`src/rtl/tdm_demux_pkg.sv`:
```
// -----------------------------------------------------------------------------
// tdm_demux_pkg
// Shared definitions for the 1-to-4 TDM demultiplexer: framer FSM state
// encoding, channel count and slot-counter width.
// -----------------------------------------------------------------------------
package tdm_demux_pkg;

    localparam int NUM_CH = 4;
    localparam int SLOT_W = 2;

    typedef enum logic {
        SEEK = 1'b0,    // waiting for a frame_sync beat
        RUN  = 1'b1     // locked, filling slots 0..3
    } state_t;

endpackage : tdm_demux_pkg

```
`src/rtl/tdm_slot_dec.sv`:
```
// -----------------------------------------------------------------------------
// tdm_slot_dec
// Decodes the slot index plus a write enable into a one-hot write strobe for
// the staging registers.
//
// Ports:
//   slot_i   [SLOT_W-1:0]  slot to be written
//   we_i                   a beat is written this cycle
//   strobe_o [NUM_CH-1:0]  one-hot strobe, all zero when we_i = 0
// -----------------------------------------------------------------------------
module tdm_slot_dec
    import tdm_demux_pkg::*;
(
    input  logic [SLOT_W-1:0] slot_i,
    input  logic              we_i,
    output logic [NUM_CH-1:0] strobe_o
);

    always_comb begin
        // NOTE: default every always_comb output first so no path infers a latch.
        strobe_o = '0;
        if (we_i) begin
            strobe_o[slot_i] = 1'b1;
        end
    end

endmodule : tdm_slot_dec

```
`src/rtl/tdm_demux_1to4.sv`:
```
// -----------------------------------------------------------------------------
// tdm_demux_1to4
// Splits a time-multiplexed sample stream into four parallel channels. A
// framer FSM locks onto frame_sync, collects slots 0..3 into staging
// registers and presents each complete frame on y0..y3 with a valid/ready
// handshake. A frame that completes while the previous one is still
// unconsumed is dropped (ovf). A frame_sync in the middle of a frame restarts
// the frame (sync_err).
//
// Ports:
//   clk, rst_n        clock, asynchronous active-low reset
//   din [WIDTH-1:0]   sample stream
//   din_valid         din carries a sample (always accepted)
//   frame_sync        beat is slot 0 (qualified by din_valid)
//   y0..y3            channel samples of the last delivered frame
//   out_valid         y0..y3 hold an unconsumed frame
//   out_ready         consumer accepts the frame
//   sync_err          one-cycle pulse on a misplaced frame_sync
//   ovf               one-cycle pulse when a completed frame is dropped
//   ovf_cnt [7:0]     saturating ovf count (only with TDM_DEMUX_OVF_CNT_EN)
//
// Build option: define TDM_DEMUX_OVF_CNT_EN to add the ovf_cnt output.
// -----------------------------------------------------------------------------
module tdm_demux_1to4
    import tdm_demux_pkg::*;
#(
    parameter int WIDTH = 8
) (
    input  logic             clk,
    input  logic             rst_n,
    input  logic [WIDTH-1:0] din,
    input  logic             din_valid,
    input  logic             frame_sync,
    output logic [WIDTH-1:0] y0,
    output logic [WIDTH-1:0] y1,
    output logic [WIDTH-1:0] y2,
    output logic [WIDTH-1:0] y3,
    output logic             out_valid,
    input  logic             out_ready,
    output logic             sync_err,
    output logic             ovf
`ifdef TDM_DEMUX_OVF_CNT_EN
    ,
    output logic [7:0]       ovf_cnt
`endif
);

    state_t            state_q, state_d;
    logic [SLOT_W-1:0] slot_q, slot_d;
    logic [SLOT_W-1:0] wr_slot;
    logic              wr_en;
    logic              resync;
    logic              frame_done;
    logic [NUM_CH-1:0] wr_strobe;

    logic [WIDTH-1:0]  stage_q [NUM_CH];
    logic [WIDTH-1:0]  y_q     [NUM_CH];
    logic [WIDTH-1:0]  y_d     [NUM_CH];
    logic              out_valid_q, out_valid_d;
    logic              sync_err_q, sync_err_d;
    logic              ovf_q, ovf_d;

    // ---------------- framer FSM: next state and slot write control ----------
    always_comb begin
        state_d    = state_q;
        slot_d     = slot_q;
        wr_en      = 1'b0;
        wr_slot    = '0;
        resync     = 1'b0;
        frame_done = 1'b0;
        if (din_valid) begin
            case (state_q)
                SEEK: begin
                    if (frame_sync) begin
                        wr_en   = 1'b1;
                        slot_d  = SLOT_W'(1);
                        state_d = RUN;
                    end
                end
                RUN: begin
                    wr_en = 1'b1;
                    if (frame_sync && slot_q != '0) begin
                        // Restart the frame: this beat becomes slot 0. The
                        // stale slots are overwritten before the next
                        // completion, so they need no explicit clear.
                        resync = 1'b1;
                        slot_d = SLOT_W'(1);
                    end else begin
                        wr_slot    = slot_q;
                        slot_d     = slot_q + 1'b1;
                        frame_done = (slot_q == SLOT_W'(NUM_CH - 1));
                    end
                end
                default: state_d = SEEK;
            endcase
        end
    end

    tdm_slot_dec u_slot_dec (
        .slot_i   (wr_slot),
        .we_i     (wr_en),
        .strobe_o (wr_strobe)
    );

    // ---------------- output stage: delivery, hold, drop ---------------------
    always_comb begin
        y_d         = y_q;
        out_valid_d = out_valid_q;
        sync_err_d  = resync;
        ovf_d       = 1'b0;
        if (frame_done) begin
            if (!out_valid_q || out_ready) begin
                // The slot-3 sample is still on din; take it straight through.
                for (int i = 0; i < NUM_CH - 1; i++) begin
                    y_d[i] = stage_q[i];
                end
                y_d[NUM_CH-1] = din;
                out_valid_d   = 1'b1;
            end else begin
                ovf_d = 1'b1;
            end
        end else if (out_valid_q && out_ready) begin
            out_valid_d = 1'b0;
        end
    end

    // ---------------- registers ----------------------------------------------
    always_ff @(posedge clk or negedge rst_n) begin
        if (!rst_n) begin
            state_q     <= SEEK;
            slot_q      <= '0;
            out_valid_q <= 1'b0;
            sync_err_q  <= 1'b0;
            ovf_q       <= 1'b0;
            for (int i = 0; i < NUM_CH; i++) begin
                y_q[i] <= '0;
            end
        end else begin
            // NOTE: sequential state uses non-blocking assignment so every
            // register samples pre-edge values regardless of statement order.
            state_q     <= state_d;
            slot_q      <= slot_d;
            out_valid_q <= out_valid_d;
            sync_err_q  <= sync_err_d;
            ovf_q       <= ovf_d;
            y_q         <= y_d;
        end
    end

    always_ff @(posedge clk or negedge rst_n) begin
        if (!rst_n) begin
            // NOTE: the staging array is a small register file, not RAM, so it
            // is reset explicitly; a partial frame must not survive reset.
            for (int i = 0; i < NUM_CH; i++) begin
                stage_q[i] <= '0;
            end
        end else begin
            for (int i = 0; i < NUM_CH; i++) begin
                if (wr_strobe[i]) begin
                    stage_q[i] <= din;
                end
            end
        end
    end

`ifdef TDM_DEMUX_OVF_CNT_EN
    logic [7:0] ovf_cnt_q;

    // Counts alongside the ovf pulse and sticks at 255.
    always_ff @(posedge clk or negedge rst_n) begin
        if (!rst_n) begin
            ovf_cnt_q <= '0;
        end else if (ovf_d && ovf_cnt_q != 8'hFF) begin
            ovf_cnt_q <= ovf_cnt_q + 8'd1;
        end
    end

    assign ovf_cnt = ovf_cnt_q;
`endif

    assign y0        = y_q[0];
    assign y1        = y_q[1];
    assign y2        = y_q[2];
    assign y3        = y_q[3];
    assign out_valid = out_valid_q;
    assign sync_err  = sync_err_q;
    assign ovf       = ovf_q;

endmodule : tdm_demux_1to4

```
`config.mk`:
```
export PLATFORM = sky130hd
export DESIGN_NAME = tdm_demux_1to4
export DESIGN_NICKNAME = d
export VERILOG_FILES = /design/src/rtl/tdm_demux_pkg.sv /design/src/rtl/tdm_slot_dec.sv /design/src/rtl/tdm_demux_1to4.sv
export SDC_FILE = /design/constraint.sdc
export NUM_CORES = 1
export LEC_CHECK = 0
export BUFFER_PORTS_ARGS = -buffer_cell sky130_fd_sc_hd__clkbuf_2
export CORE_MARGIN = 4
export CORE_UTILIZATION = 58
export DETAILED_ROUTE_END_ITERATION = 7
export PLACE_DENSITY = 0.82
export SYNTH_ARGS = -nofsm -noshare
export SYNTH_HDL_FRONTEND = slang
export SYNTH_HIERARCHICAL = 1
export SYNTH_SLANG_ARGS = --single-unit
```
`constraint.sdc`:
```
create_clock -name clk -period 5.45 [get_ports clk]
set_input_delay 0.2725 -clock clk [delete_from_list [all_inputs] [get_ports clk]]
set_output_delay 0.2725 -clock clk [all_outputs]
set_load 0.1 [all_outputs]
```
# Yosys cells after proc, flatten, opt, wreduce, memory -nomap -nowiden
# Index checks and enable logic that the tools add are counted.
[op_classes] add_sub_neg=1 magnitude_cmp=2 n_eq_ne=3 mux=24 bitwise_logic=1 n_reduce_logical=10
[op_table] op="1-bit two-way mux" count=15
[op_table] op="2-bit two-way mux" count=5
[op_table] op="2-bit AND reduction" count=3
[op_table] op="2-bit one-hot mux with 2 select lines" count=1
[op_table] op="2-bit nonzero test" count=2
[op_table] op="1-bit logical AND" count=3
[op_table] op="2-bit by 3-bit less-than comparator with 1-bit output (second input constant)" count=1
[op_table] op="3-bit two-way mux" count=1
[op_table] op="2-bit by 1-bit adder with 2-bit output (second input constant)" count=1
[op_table] op="1-bit demux with 2-bit select" count=1
[op_table] op="2-bit equality test (second input constant)" count=1
[op_table] op="2-bit by 1-bit >= comparator with 1-bit output (second input constant)" count=1
[op_table] op="2-bit by 1-bit != test with 1-bit output (second input constant)" count=1
[op_table] op="2-bit != test (second input constant)" count=1
[op_table] op="1-bit one-hot mux with 2 select lines" count=1
[op_table] op="1-bit zero test" count=1
[op_table] op="1-bit logical OR" count=1
[op_table] op="1-bit NOT" count=1
[totals] register_bits=62 input_bits=13 output_inout_bits=35 wordCells=53

# Depth between registers and ports, before layout
# Gate-level depths: netlist of run 1.
[depth] ltp_word=10 depth_mapped=7 mapped_depth_nobuf=6

# Hierarchy
# Netlist of run 1, hierarchy kept.
[by_module_without_submodules] module="tdm_demux_1to4" n_inst=1 cells_per_inst=144 area_per_inst_um2=2486.1 seq_area_each_um2=1551.5
[by_module_without_submodules] module="tdm_slot_dec" n_inst=1 cells_per_inst=4 area_per_inst_um2=37.5 seq_area_each_um2=0.0

# Worst setup path after synthesis of run 1
# OpenSTA, ideal clock, no wires.
[synth_path] path_type="reg-to-reg" from="register slot_q[0]" to="register stage_q[16] (netlist bit)" setup_ns=0.125 arrival_time_ns=1.849 t_required_ns=5.325 slack_ns=3.476 stages_incl_launch_ff=8 n_path_buf=1 period_less_slack_ns=1.974 cell_sequence="dfrtp_1 -> inv_1 -> ha_1 -> nand2b_1 -> and3_1 -> and3b_1 -> clkbuf_1 -> mux2_2"
[synth_between] elab_chain_len=10 word_cells_on_any_way=11 cone_classes="order compare: 2; mux: 6; reduce/logical: 3"
[synth_rtl] element="start: declaration" line_no="tdm_demux_1to4.sv:49" text="logic [SLOT_W-1:0] slot_q, slot_d;"
[synth_rtl] element="start signal: assignment" line_no="tdm_demux_1to4.sv:142" text="slot_q <= slot_d;"
[synth_rtl] element="2-bit nonzero test *" line_no="tdm_demux_1to4.sv:82" text="if (frame_sync && slot_q != '0) begin"
[synth_rtl] element="1-bit logical AND *" line_no="tdm_demux_1to4.sv:82"
[synth_rtl] element="2-bit two-way mux *" line_no="tdm_demux_1to4.sv:82"
[synth_rtl] element="2-bit two-way mux *" line_no="tdm_demux_1to4.sv:72" text="case (state_q)"
[synth_rtl] element="2-bit two-way mux *" line_no="tdm_demux_1to4.sv:71" text="if (din_valid) begin"
[synth_rtl] element="named net wr_slot[1]" line_no="tdm_demux_1to4.sv:50" text="logic [SLOT_W-1:0] wr_slot;"
[synth_rtl] element="2-bit by 3-bit less-than comparator with 1-bit output (not written as such) / 2-bit by 1-bit >= comparator with 1-bit output (equally long branches)" line_no="tdm_slot_dec.sv:23" text="strobe_o[slot_i] = 1'b1;"
[synth_rtl] element="1-bit logical AND (not written as such)" line_no="tdm_slot_dec.sv:23"
[synth_rtl] element="1-bit two-way mux (not written as such)" line_no="tdm_slot_dec.sv:23"
[synth_rtl] element="1-bit demux with 2-bit select *"
[synth_rtl] element="3-bit two-way mux *" line_no="tdm_slot_dec.sv:22" text="if (we_i) begin"
[synth_rtl] element="named net wr_strobe[1]" line_no="tdm_demux_1to4.sv:54" text="logic [NUM_CH-1:0] wr_strobe;"
[synth_rtl] element="end signal: indexed assignment" line_no="tdm_demux_1to4.sv:160" text="stage_q[i] <= din;"
[synth_rtl] element="end: declaration" line_no="tdm_demux_1to4.sv:56" text="logic [WIDTH-1:0] stage_q [NUM_CH];"
# The timed path passes the listed nets; every way through them passes the cells marked *.
# A chain may end at the register's enable or synchronous reset.

# Final worst setup path of run 1
[layout_path] from="register slot_q[0]" to="register stage_q[25] (netlist bit)"
[layout_between] elab_chain_len=10 word_cells_on_any_way=11 cone_classes="order compare: 2; mux: 6; reduce/logical: 3"
[layout_rtl] element="2-bit nonzero test" line_no="tdm_demux_1to4.sv:82"
[layout_rtl] element="1-bit logical AND" line_no="tdm_demux_1to4.sv:82"
[layout_rtl] element="2-bit two-way mux *" line_no="tdm_demux_1to4.sv:82"
[layout_rtl] element="2-bit two-way mux *" line_no="tdm_demux_1to4.sv:72"
[layout_rtl] element="2-bit two-way mux *" line_no="tdm_demux_1to4.sv:71"
[layout_rtl] element="named net wr_slot[0]" line_no="tdm_demux_1to4.sv:50"
[layout_rtl] element="2-bit by 3-bit less-than comparator with 1-bit output (not written as such) / 2-bit by 1-bit >= comparator with 1-bit output (equally long branches)" line_no="tdm_slot_dec.sv:23"
[layout_rtl] element="1-bit logical AND (not written as such)" line_no="tdm_slot_dec.sv:23"
[layout_rtl] element="1-bit two-way mux (not written as such)" line_no="tdm_slot_dec.sv:23"
[layout_rtl] element="1-bit demux with 2-bit select *"
[layout_rtl] element="3-bit two-way mux *" line_no="tdm_slot_dec.sv:22"
[layout_rtl] element="named net wr_strobe[0]" line_no="tdm_demux_1to4.sv:54"
# Marked as above.

==> results_tabular.tex, run 1 <==
\begin{tabular}{lr}
\hline
Metric & Value \\
\hline
\multicolumn{2}{l}{\textbf{Outcome}} \\
\quad Result of the run & finished clean \\
\multicolumn{2}{l}{\textbf{Detailed routing}} \\
\quad Final wirelength & around 4300 um \\
\quad Detailed Routing Iterations Pass 1 & 4 \\
\quad Mean routed wirelength per cell & approximately 17 um \\
\quad DRC violation count after routing & 0 \\
\quad Via count of the routed design & 1345 \\
\quad Antenna Nets Post-Route & 0 \\
\quad Number of DRC violations after detailed-routing iteration 0 & 17 \\
\quad Via/cell ratio & between 5 and 6 \\
\multicolumn{2}{l}{\textbf{Finish}} \\
\quad Fraction of layout cells with a size suffix above 1 & about three fifths \\
\quad Final net count & $\sim$220 \\
\quad Sequential cell area in the final layout & about 1600 um2 \\
\quad Inserted Diodes & 0 \\
\quad Area growth, synth to finish & 19.14\% \\
\quad Number of fill cells in the layout & 271 \\
\quad Multi-input logic area & between 900 and 1000 um2 \\
\multicolumn{2}{l}{\textbf{Synth}} \\
\quad Yosys synthesis warning count & 6 \\
\quad Nets in the synthesized netlist & about 160 \\
\quad Average cell area after synthesis & $\sim$17 um2 \\
\quad Post-synthesis cell count & around 150 \\
\quad Mapped Area & $\sim$2500 um2 \\
\multicolumn{2}{l}{\textbf{CTS}} \\
\quad Setup Fix Bufs, Post-CTS & 0 \\
\quad Clock tree buffer depth & 2 \\
\quad Clk slew on worst S/H paths & 0.06 ns \\
\quad Maximum level of the CTS H-tree & 3 \\
\quad Total clock buffers created by CTS & 9 \\
\quad Number of hold-repair buffers added at the cts stage & 0 \\
\quad Resized Gates After CTS & 0 \\
\quad CTS Sinks & 62 \\
\quad Clk Latency, worst-skew pair & roughly 0.33 ns \\
\quad TritonCTS clock tree & built \\
\quad Clock Tree Root & clkbuf\_8 \\
\multicolumn{2}{l}{\textbf{STA}} \\
\quad Clock tree skew after final layout & around 0.0055 ns \\
\quad Number of setup violations in the final report & 0 \\
\quad Slew at the pin closest to its max-slew limit & $\sim$0.81 ns \\
\quad Post-Route Hold Slack & about 0.087 ns \\
\quad Min Clock Period, post-route & 2.270 ns \\
\quad Fin crit share & 41.64\% \\
\quad Slew margin rel. & between 40 and 50\% \\
\quad Worst Setup Slack, final & between 3 and 4 ns \\
\quad RSZ-0062 raised after global routing & false \\
\quad Number of hold violations in the final report & 0 \\
\quad Max Clk Rate & roughly 440 MHz \\
\quad Final setup TNS & 0 ns \\
\quad Final Max Tran Viols & 0 \\
\multicolumn{2}{l}{\textbf{Worst setup path}} \\
\quad Type of the worst setup path & reg -> reg \\
\quad CP Launch Type & flip-flop \\
\quad Kind of capture point of the worst setup path & flip-flop \\
\quad Required time at the worst-slack endpoint & approximately 5.7 ns \\
\quad Largest fanout of any net on the critical path & 8 \\
\quad FF-to-FF setup slack & roughly 3.2 ns \\
\quad Number of cells on the worst reg-to-reg path & 6 \\
\quad Startpoint of the lowest-slack register-to-register path & slot\_q[0] \\
\quad Arrival @ worst endpoint & around 2.5 ns \\
\quad R2R Path End & stage\_q[25] \\
\multicolumn{2}{l}{\textbf{Floorplan}} \\
\quad Die area & $\sim$5500 um2 \\
\quad Total I/O pin count & 48 \\
\quad Effective utilization at floorplan & about three fifths \\
\quad Placeable core region & roughly 4000 um2 \\
\quad Horizontal die dimension & $\sim$74 um \\
\quad Cell row count & 23 \\
\quad Die height & 73.87 um \\
\multicolumn{2}{l}{\textbf{Global route}} \\
\quad Grt ovf & 0 \\
\quad Initial antenna violation count & 0 \\
\quad Pin count of the biggest net entering global routing & 63 \\
\quad Combined global-route utilization of all metal layers & between 10\% and 20\% \\
\quad First-pass GRT wire length & just over 7000 um \\
\quad Number of global-route vias before repair & 1437 \\
\multicolumn{2}{l}{\textbf{Hold path}} \\
\quad Class of the most critical hold timing path & in -> async \\
\multicolumn{2}{l}{\textbf{Place}} \\
\quad HPWL after detailed placement & between 2000 and 3000 um \\
\quad Final GP Congestion & 0.7582 \\
\quad Port buffer count & 47 \\
\quad Pre-CTS worst setup slack & roughly 3.2 ns \\
\multicolumn{2}{l}{\textbf{Flow run}} \\
\quad Reported max-cap violation count & 0 \\
\hline
\end{tabular}
-- through the flow --
stage | utilization, % | cells | cell area (um2)
final | 73.36 | 254 | 2998
after global routing | 73.36 | 254 | 2998
after floorplan | - | 147 | 2516
after global placement | 67.94 | 239 | 2776
after detailed placement | 67.94 | 239 | 2776
after CTS | 73.36 | 254 | 2998
-- worst max-delay path by stage --
| stage | endpoint | from | slack (ns) |
|---|---|---|---|
| finish | stage_q[25] | slot_q[0] | 3.18 |
| global route | stage_q[27] | slot_q[0] | 3.06 |
| CTS | stage_q[28] | slot_q[0] | 3.16 |
| detailed placement | stage_q[25] | slot_q[0] | 3.17 |
| global placement | y1[5] | slot_q[0] | 3.34 |
| floorplan | stage_q[16] | slot_q[0] | 3.49 |
-- cell type report --
cell class,count,share of cell area [%]
flip-flops and latches,62,51.75
clock buffers,11,5.050
repair buffers,48,8.097
well taps,50,2.087
clock inverters,4,2.337
inverters,3,0.3756
multi-input cells,76,30.30
-- sequential cells by signal (all words and copies together), names as in the netlist --
register / count
sync_err: 1
state_q: 1
y1: 8
y2: 8
stage_q: 24
y3: 8
out_valid: 1
slot_q: 2
ovf: 1
y0: 8
-- worst max-delay path: stages, from the launching register on --
cell      delay, ns
dfrtp_1        0.37
inv_1          0.09
ha_1           0.20
nand2b_1       0.24
and3_1         0.24
nor3b_2        0.60
mux2_2         0.41
-- per-layer routing --
layer / vias to the layer above / track usage [%] / wire, um
li1: 619 / - / -
met1: 682 / 20.96 / 1825
met2: 36 / 29.33 / 2171
met3: 8 / 7.114 / 235
met4: 0 / 7.847 / 73
met5: - / 0 / 0
-- layout by cell type (no fill, tap or decap) --
| master | n |
|---|---|
| a21o_1 | 1 |
| clkbuf_8 | 11 |
| ha_1 | 2 |
| nor2_1 | 1 |
| bufinv_16 | 2 |
| mux2_4 | 30 |
| o21ai_0 | 1 |
| nand2_1 | 1 |
| nor3b_2 | 1 |
| clkbuf_2 | 47 |
| and2_2 | 1 |
| and3b_1 | 2 |
| nand3_1 | 1 |
| a22o_1 | 1 |
| buf_4 | 1 |
| clkinv_2 | 2 |
| nand4_4 | 1 |
| inv_1 | 3 |
| nor2b_1 | 1 |
| dfrtp_1 | 62 |
| mux2i_1 | 1 |
| and2_1 | 1 |
| and3_1 | 2 |
| mux2_2 | 26 |
| nand2b_1 | 2 |
Power of run 1 is left out: the tool's default activity adds up to more than one toggle a clock period on the data nets, which glitch-free logic cannot reach.
==> inputs of run 2 (changes only) <==
- ABC_AREA: unset -> 1
- CORE_UTILIZATION: 58 -> 55
- PLACE_DENSITY: 0.82 -> 0.78
- clock period: 5.45 -> 2.25 ns (I/O delays scaled with it)
==> run 2 against run 1 <==
Effect of this change: wire length up 24%; die area up 8.7%; register-to-register slack worse by 2.9 ns; worst setup slack worse by 2.9 ns; largest cell class unchanged.
==> results_tabular.tex, run 2 <==
\begin{tabular}{lr}
\hline
Metric & Value \\
\hline
\multicolumn{2}{l}{\textbf{Finish}} \\
\quad Inserted Diodes & 0 (unchanged) \\
\quad Area growth, synth to finish & 17.38\% (was 19.14\%) \\
\quad Non-filler instance count after layout & 340 (was 254) \\
\quad Leading cell type in the layout, fill and taps excluded & dfrtp\_1 (unchanged) \\
\quad Max FFs per register & 24 (unchanged) \\
\quad Final net count & 299 (was 215) \\
\quad Fraction of layout cells with a size suffix above 1 & 38.19\% (was 59.80\%) \\
\quad Leading cell types in the layout, fill and taps excluded & 62 x dfrtp\_1, 59 x nand2\_1, 47 x clkbuf\_2 (was 62 x dfrtp\_1, 47 x clkbuf\_2, 30 x mux2\_4) \\
\quad Biggest register & stage\_q (unchanged) \\
\quad Area of all placed cells without fillers & 3075 um2 (was 2998 um2) \\
\multicolumn{2}{l}{\textbf{Synth}} \\
\quad Yosys synthesis warning count & 6 (unchanged) \\
\quad Nets in the synthesized netlist & 249 (was 162) \\
\quad Post-synthesis cell count & 234 (was 147) \\
\quad Mapped Area & 2620 um2 (was 2516 um2) \\
\quad Average cell area after synthesis & 11.20 um2 (was 17.12 um2) \\
\multicolumn{2}{l}{\textbf{Worst setup path}} \\
\quad Required time at the worst-slack endpoint & 2.47 ns (was 5.66 ns) \\
\quad Largest fanout of any net on the critical path & 8 (unchanged) \\
\quad Type of the worst setup path & reg -> reg (unchanged) \\
\quad CP Launch Type & flip-flop (unchanged) \\
\quad Arrival @ worst endpoint & 2.16 ns (was 2.48 ns) \\
\quad Kind of capture point of the worst setup path & flip-flop (unchanged) \\
\multicolumn{2}{l}{\textbf{Detailed routing}} \\
\quad Number of DRC violations after detailed-routing iteration 0 & 156 (was 17) \\
\quad Final wirelength & 5323 um (was 4305 um) \\
\quad Via count of the routed design & 1880 (was 1345) \\
\quad Mean routed wirelength per cell & 15.66 um (was 16.95 um) \\
\quad Antenna Nets Post-Route & 0 (unchanged) \\
\quad Detailed Routing Iterations Pass 1 & 4 (unchanged) \\
\quad DRC violation count after routing & 0 (unchanged) \\
\quad Via/cell ratio & 5.529 (was 5.295) \\
\multicolumn{2}{l}{\textbf{STA}} \\
\quad Final Max Tran Viols & 0 (unchanged) \\
\quad Slew at the pin closest to its max-slew limit & 0.7668 ns (was 0.8063 ns) \\
\quad Final setup TNS & 0 ns (unchanged) \\
\quad Post-Route Hold Slack & 0.06926 ns (was 0.08682 ns) \\
\quad Clock tree skew after final layout & 0.005392 ns (was 0.005549 ns) \\
\quad Fin crit share & 86.17\% (was 41.64\%) \\
\quad Min Clock Period, post-route & 1.939 ns (was 2.270 ns) \\
\quad Number of hold violations in the final report & 0 (unchanged) \\
\quad Number of setup violations in the final report & 0 (unchanged) \\
\quad RSZ-0062 raised after global routing & false (unchanged) \\
\quad Slew margin rel. & 48.88\% (was 46.14\%) \\
\quad Max Clk Rate & 515.8 MHz (was 440.6 MHz) \\
\multicolumn{2}{l}{\textbf{Global route}} \\
\quad Grt ovf & 0 (unchanged) \\
\quad First-pass GRT wire length & 8956 um (was 7079 um) \\
\quad Pin count of the biggest net entering global routing & 36 (was 63) \\
\quad Combined global-route utilization of all metal layers & 19.68\% (was 18.00\%) \\
\quad Initial antenna violation count & 0 (unchanged) \\
\quad Number of global-route vias before repair & 1921 (was 1437) \\
\multicolumn{2}{l}{\textbf{Hold path}} \\
\quad Class of the most critical hold timing path & in -> reg (was in -> async) \\
\multicolumn{2}{l}{\textbf{Floorplan}} \\
\quad Cell row count & 24 (was 23) \\
\quad Die height & 77.02 um (was 73.87 um) \\
\quad Effective utilization at floorplan & 58.56\% (was 61.57\%) \\
\quad Die area & 5932 um2 (was 5456 um2) \\
\quad Total I/O pin count & 48 (unchanged) \\
\quad Placeable core region & 4474 um2 (was 4086 um2) \\
\quad Horizontal die dimension & 77.02 um (was 73.87 um) \\
\multicolumn{2}{l}{\textbf{Place}} \\
\quad Port buffer count & 47 (unchanged) \\
\quad HPWL after detailed placement & 3450 um (was 2993 um) \\
\quad Final GP Congestion & 0.8396 (was 0.7582) \\
\quad Placed Instance Area & 2858 um2 (was 2776 um2) \\
\quad DP Cell Count & 324 (was 239) \\
\multicolumn{2}{l}{\textbf{CTS}} \\
\quad Maximum level of the CTS H-tree & 3 (unchanged) \\
\quad Setup Fix Bufs, Post-CTS & 0 (unchanged) \\
\quad Total clock buffers created by CTS & 9 (unchanged) \\
\quad Clk slew on worst S/H paths & 0.07 ns (was 0.06 ns) \\
\quad Clock tree buffer depth & 2 (unchanged) \\
\quad Clock Tree Root & clkbuf\_8 (unchanged) \\
\quad CTS Sinks & 62 (unchanged) \\
\quad Clk Latency, worst-skew pair & 0.34 ns (was 0.33 ns) \\
\quad TritonCTS clock tree & built (unchanged) \\
\multicolumn{2}{l}{\textbf{Flow run}} \\
\quad Reported max-cap violation count & 0 (unchanged) \\
\multicolumn{2}{l}{\textbf{Outcome}} \\
\quad Result of the run & finished clean (unchanged) \\
\hline
\end{tabular}
run 2: cell types whose count changed in the layout (fill, tap and decap cells not counted), moves of 4 or more:
cell / previous run / this run
inv_1: 3 / 10
buf_4: 1 / 5
nor2_1: 1 / 7
mux2_4: 30 / 0
nand4_1: 0 / 32
nand2_2: 0 / 13
nand2_1: 1 / 59
run 2: area by class of cell:
class,count,area (um2)
Inverter,12,50.05
Clock buffer,12,165.2
Tap cell,52,65.06
Sequential cell,62,1551
Clock inverter,3,42.54
Timing Repair Buffer,54,302.8
Fill cell,365,1399
Multi-Input combinational cell,145,898.4
run 2: through the flow:
step / worst slack [ns] / util, %
finish: 0.3112 / 68.74
global placement: 0.4578 / 63.87
global route: 0.1787 / 68.74
floorplan: 0.5073 / -
detailed placement: 0.3468 / 63.87
CTS: 0.3232 / 68.74
run 2: routing by layer:
metal / GRT usage (%) / share of wire [%] / vias to the layer above
met3: 4.567 / 4.1 / 19
met4: 12.28 / 3.3 / 0
met2: 30.23 / 48 / 56
li1: - / - / 885
met5: 0 / 0 / -
met1: 25.19 / 45 / 920
run 2: worst max-delay path, stage by stage (launching register included):
cell     delay, ns
dfrtp_1       0.39
inv_1         0.06
ha_1          0.19
inv_1         0.12
nand2_2       0.12
nand3_1       0.13
inv_1         0.07
inv_1         0.05
nand2_1       0.06
nor2_1        0.09
buf_4         0.19
mux2_2        0.36
run 2: what timing repair did:
item / 4_1_cts / 5_1_grt
endpoints found under the hold margin: 29 / 0
resized for setup: 0 / 0
hold buffers: 1 / 0
run 2: path summary, 6_finish.rpt:
check,start,to,slack [ns],cells after the start
hold reg to reg,y2[6],y2[6],0.47,2
hold / removal,din[7],y3[7],0.07,3
min in group asynchronous,rst_n,y2[3],0.38,2
max in group asynchronous,rst_n,stage_q[23],1.23,3
setup / recovery,slot_q[0],stage_q[14],0.31,11
setup reg to reg,slot_q[0],stage_q[14],0.31,11
Power of run 2 is left out for the same reason.
==> inputs of run 3 (changes only) <==
- CAP_MARGIN: unset -> 5
- CORE_UTILIZATION: 55 -> 30
- HOLD_SLACK_MARGIN: unset -> 0.05
- PLACE_DENSITY: 0.78 -> 0.47
==> run 3 against run 2 <==
Effect of this change: maximum frequency shrank 1.5%; first-iteration DRC count shrank 65%; via count shrank 2.2%; critical endpoint is now stage_q[12]; highest routed layer unchanged.
==> results_tabular.tex, run 3 (synthesis results as in run 2) <==
\begin{tabular}{lr}
\hline
Metric & Value \\
\hline
\multicolumn{2}{l}{\textbf{STA}} \\
\quad Final Max Tran Viols & 0 (unchanged) \\
\quad Clock tree skew after final layout & 0.009981 ns (was 0.005392 ns) \\
\quad RSZ-0062 raised after global routing & false (unchanged) \\
\quad Min Clock Period, post-route & 1.969 ns (was 1.939 ns) \\
\quad Number of hold violations in the final report & 0 (unchanged) \\
\quad Max Clk Rate & 507.9 MHz (was 515.8 MHz) \\
\quad Final setup TNS & 0 ns (unchanged) \\
\quad Slew margin rel. & 56.41\% (was 48.88\%) \\
\quad Slew at the pin closest to its max-slew limit & 0.6538 ns (was 0.7668 ns) \\
\quad Number of setup violations in the final report & 0 (unchanged) \\
\quad Fin crit share & 87.50\% (was 86.17\%) \\
\multicolumn{2}{l}{\textbf{Detailed routing}} \\
\quad Detailed Routing Iterations Pass 1 & 4 (unchanged) \\
\quad Via/cell ratio & 4.621 (was 5.529) \\
\quad Via count of the routed design & 1839 (was 1880) \\
\quad Mean routed wirelength per cell & 14.77 um (was 15.66 um) \\
\quad DRC violation count after routing & 0 (unchanged) \\
\quad Number of DRC violations after detailed-routing iteration 0 & 55 (was 156) \\
\quad Final wirelength & 5878 um (was 5323 um) \\
\quad Antenna Nets Post-Route & 0 (unchanged) \\
\multicolumn{2}{l}{\textbf{Place}} \\
\quad Final GP Congestion & 0.6815 (was 0.8396) \\
\quad DP Cell Count & 381 (was 324) \\
\quad HPWL after detailed placement & 4048 um (was 3450 um) \\
\quad Placed Instance Area & 2954 um2 (was 2858 um2) \\
\quad Port buffer count & 47 (unchanged) \\
\multicolumn{2}{l}{\textbf{CTS}} \\
\quad Clk slew on worst S/H paths & 0.07 ns (about the same) \\
\quad CTS Sinks & 62 (unchanged) \\
\quad TritonCTS clock tree & built (unchanged) \\
\quad Clock tree buffer depth & 2 (unchanged) \\
\quad Total clock buffers created by CTS & 9 (unchanged) \\
\quad Setup Fix Bufs, Post-CTS & 0 (unchanged) \\
\quad Clock Tree Root & clkbuf\_8 (unchanged) \\
\quad Maximum level of the CTS H-tree & 3 (unchanged) \\
\quad Clk Latency, worst-skew pair & 0.33 ns (was 0.34 ns) \\
\multicolumn{2}{l}{\textbf{Finish}} \\
\quad Area growth, synth to finish & 21.30\% (was 17.38\%) \\
\quad Multi-input logic area & 898.4 um2 (unchanged) \\
\quad Inserted Diodes & 0 (unchanged) \\
\quad Max FFs per register & 24 (unchanged) \\
\quad Leading cell types in the layout, fill and taps excluded & 62 x dfrtp\_1, 59 x nand2\_1, 47 x clkbuf\_2 (unchanged) \\
\quad Leading cell type in the layout, fill and taps excluded & dfrtp\_1 (unchanged) \\
\quad Fraction of layout cells with a size suffix above 1 & 38.91\% (was 38.19\%) \\
\quad Area of all placed cells without fillers & 3178 um2 (was 3075 um2) \\
\quad Number of fill cells in the layout & 860 (was 365) \\
\quad Biggest register & stage\_q (unchanged) \\
\quad Sequential cell area in the final layout & 1551 um2 (unchanged) \\
\quad Post-layout utilization of the core & 38.10\% (was 68.74\%) \\
\quad Final net count & 303 (was 299) \\
\quad Non-filler instance count after layout & 398 (was 340) \\
\multicolumn{2}{l}{\textbf{Worst setup path}} \\
\quad Slowest cell on the critical path & dfrtp\_1 (unchanged) \\
\quad Critical path's top delay family & simple AND/OR/NAND/NOR gates (was buffers and inverters) \\
\quad Cell occurring most often along the worst timing path & inv\_1 (unchanged) \\
\quad CP Launch Type & flip-flop (unchanged) \\
\quad Kind of capture point of the worst setup path & flip-flop (unchanged) \\
\quad Largest incremental delay on the critical path & 0.39 ns (about the same) \\
\quad Type of the worst setup path & reg -> reg (unchanged) \\
\quad Total buffers and inverters traversed by the critical path & 5 (unchanged) \\
\quad Sequence of cells on the critical path & inv\_1 > ha\_1 > inv\_1 > nand2\_2 > nand3\_1 > inv\_1 > inv\_1 > nand2\_1 > nor2\_1 > buf\_4 > mux2\_2 (unchanged) \\
\quad Arrival @ worst endpoint & 2.19 ns (was 2.16 ns) \\
\quad Required time at the worst-slack endpoint & 2.47 ns (about the same) \\
\quad Largest fanout of any net on the critical path & 6 (was 8) \\
\multicolumn{2}{l}{\textbf{Global route}} \\
\quad GRT Max-Usage Layer & met2 (unchanged) \\
\quad Global-route track usage on met2 & 19.11\% (was 30.23\%) \\
\quad GR Util met1 & 17.68\% (was 25.19\%) \\
\quad Grt ovf & 0 (unchanged) \\
\quad Number of global-route vias before repair & 1906 (was 1921) \\
\quad First-pass GRT wire length & 10070 um (was 8956 um) \\
\quad M3 GR Usage & 2.342\% (was 4.567\%) \\
\quad Initial antenna violation count & 0 (unchanged) \\
\quad Combined global-route utilization of all metal layers & 12.63\% (was 19.68\%) \\
\quad Pin count of the biggest net entering global routing & 35 (was 36) \\
\multicolumn{2}{l}{\textbf{Floorplan}} \\
\quad Placeable core region & 8341 um2 (was 4474 um2) \\
\quad Die area & 10290 um2 (was 5932 um2) \\
\quad Horizontal die dimension & 101.5 um (was 77.02 um) \\
\quad Cell row count & 33 (was 24) \\
\quad Die height & 101.5 um (was 77.02 um) \\
\quad Effective utilization at floorplan & 31.41\% (was 58.56\%) \\
\quad Total I/O pin count & 48 (unchanged) \\
\multicolumn{2}{l}{\textbf{Outcome}} \\
\quad Result of the run & finished clean (unchanged) \\
\multicolumn{2}{l}{\textbf{Flow run}} \\
\quad Reported max-cap violation count & 0 (unchanged) \\
\multicolumn{2}{l}{\textbf{Hold path}} \\
\quad Class of the most critical hold timing path & in -> reg (unchanged) \\
\hline
\end{tabular}
## run 3: cell types whose count changed in the layout (fill, tap and decap cells not counted), sizes merged
| cell | previous run | this run |
|---|---|---|
| buf | 6 | 10 |
| bufinv | 1 | 2 |
| clkbuf | 59 | 57 |
| clkinv | 2 | 4 |
## run 3: routing by layer
layer  part of all wire, %  wire length (um)  vias up
li1                      -                 -      896
met1                    49              2901      901
met2                    46              2692       38
met3                   4.0               236        4
met4                  0.80                47        0
met5                     0                 0        -
## run 3: layout make-up
class / instances / area share (%)
clock inverters: 6 / 2.717
inverters: 12 / 1.575
repair buffers: 58 / 10.47
well taps: 105 / 4.134
multi-input cells: 145 / 28.27
clock buffers: 10 / 4.016
flip-flops and latches: 62 / 48.82
## run 3: final timing paths
| kind | cells past startpoint | to | startpoint | slack [ns] |
|---|---|---|---|---|
| max | 11 | stage_q[12] | slot_q[0] | 0.28 |
| min | 3 | y3[7] | din[7] | 0.08 |
| max reg2reg | 11 | stage_q[12] | slot_q[0] | 0.28 |
| min reg2reg | 2 | y2[5] | y2[5] | 0.47 |
| max in group asynchronous | 3 | y0[2] | rst_n | 1.20 |
| min in group asynchronous | 2 | y1[3] | rst_n | 0.34 |
## run 3: through the flow
| step | hold WS [ns] | worst slack [ns] |
|---|---|---|
| 2_1_floorplan | -0.1831 | 0.5073 |
| 3_3_place_gp | 0.1856 | 0.3211 |
| 3_5_place_dp | 0.1842 | 0.2678 |
| 4_1_cts | 0.07028 | 0.2591 |
| 5_1_grt | 0.07694 | 0.1390 |
| 6_report | 0.08309 | 0.2812 |
## run 3: repair_timing
action | CTS | global route
hold buffers | 1 | 0
endpoints found under the setup margin | 0 | 0
gates resized for setup | 0 | 0
endpoints found under the hold margin | 24 | 0
## run 3: worst register-to-register path: stages (launching register included)
cell and delay, ns:
dfrtp_1 0.39, inv_1 0.06, ha_1 0.18, inv_1 0.11
nand2_2 0.12, nand3_1 0.12, inv_1 0.06, inv_1 0.04
nand2_1 0.05, nor2_1 0.20, buf_4 0.20, mux2_2 0.34
Power of run 3 is left out for the same reason.
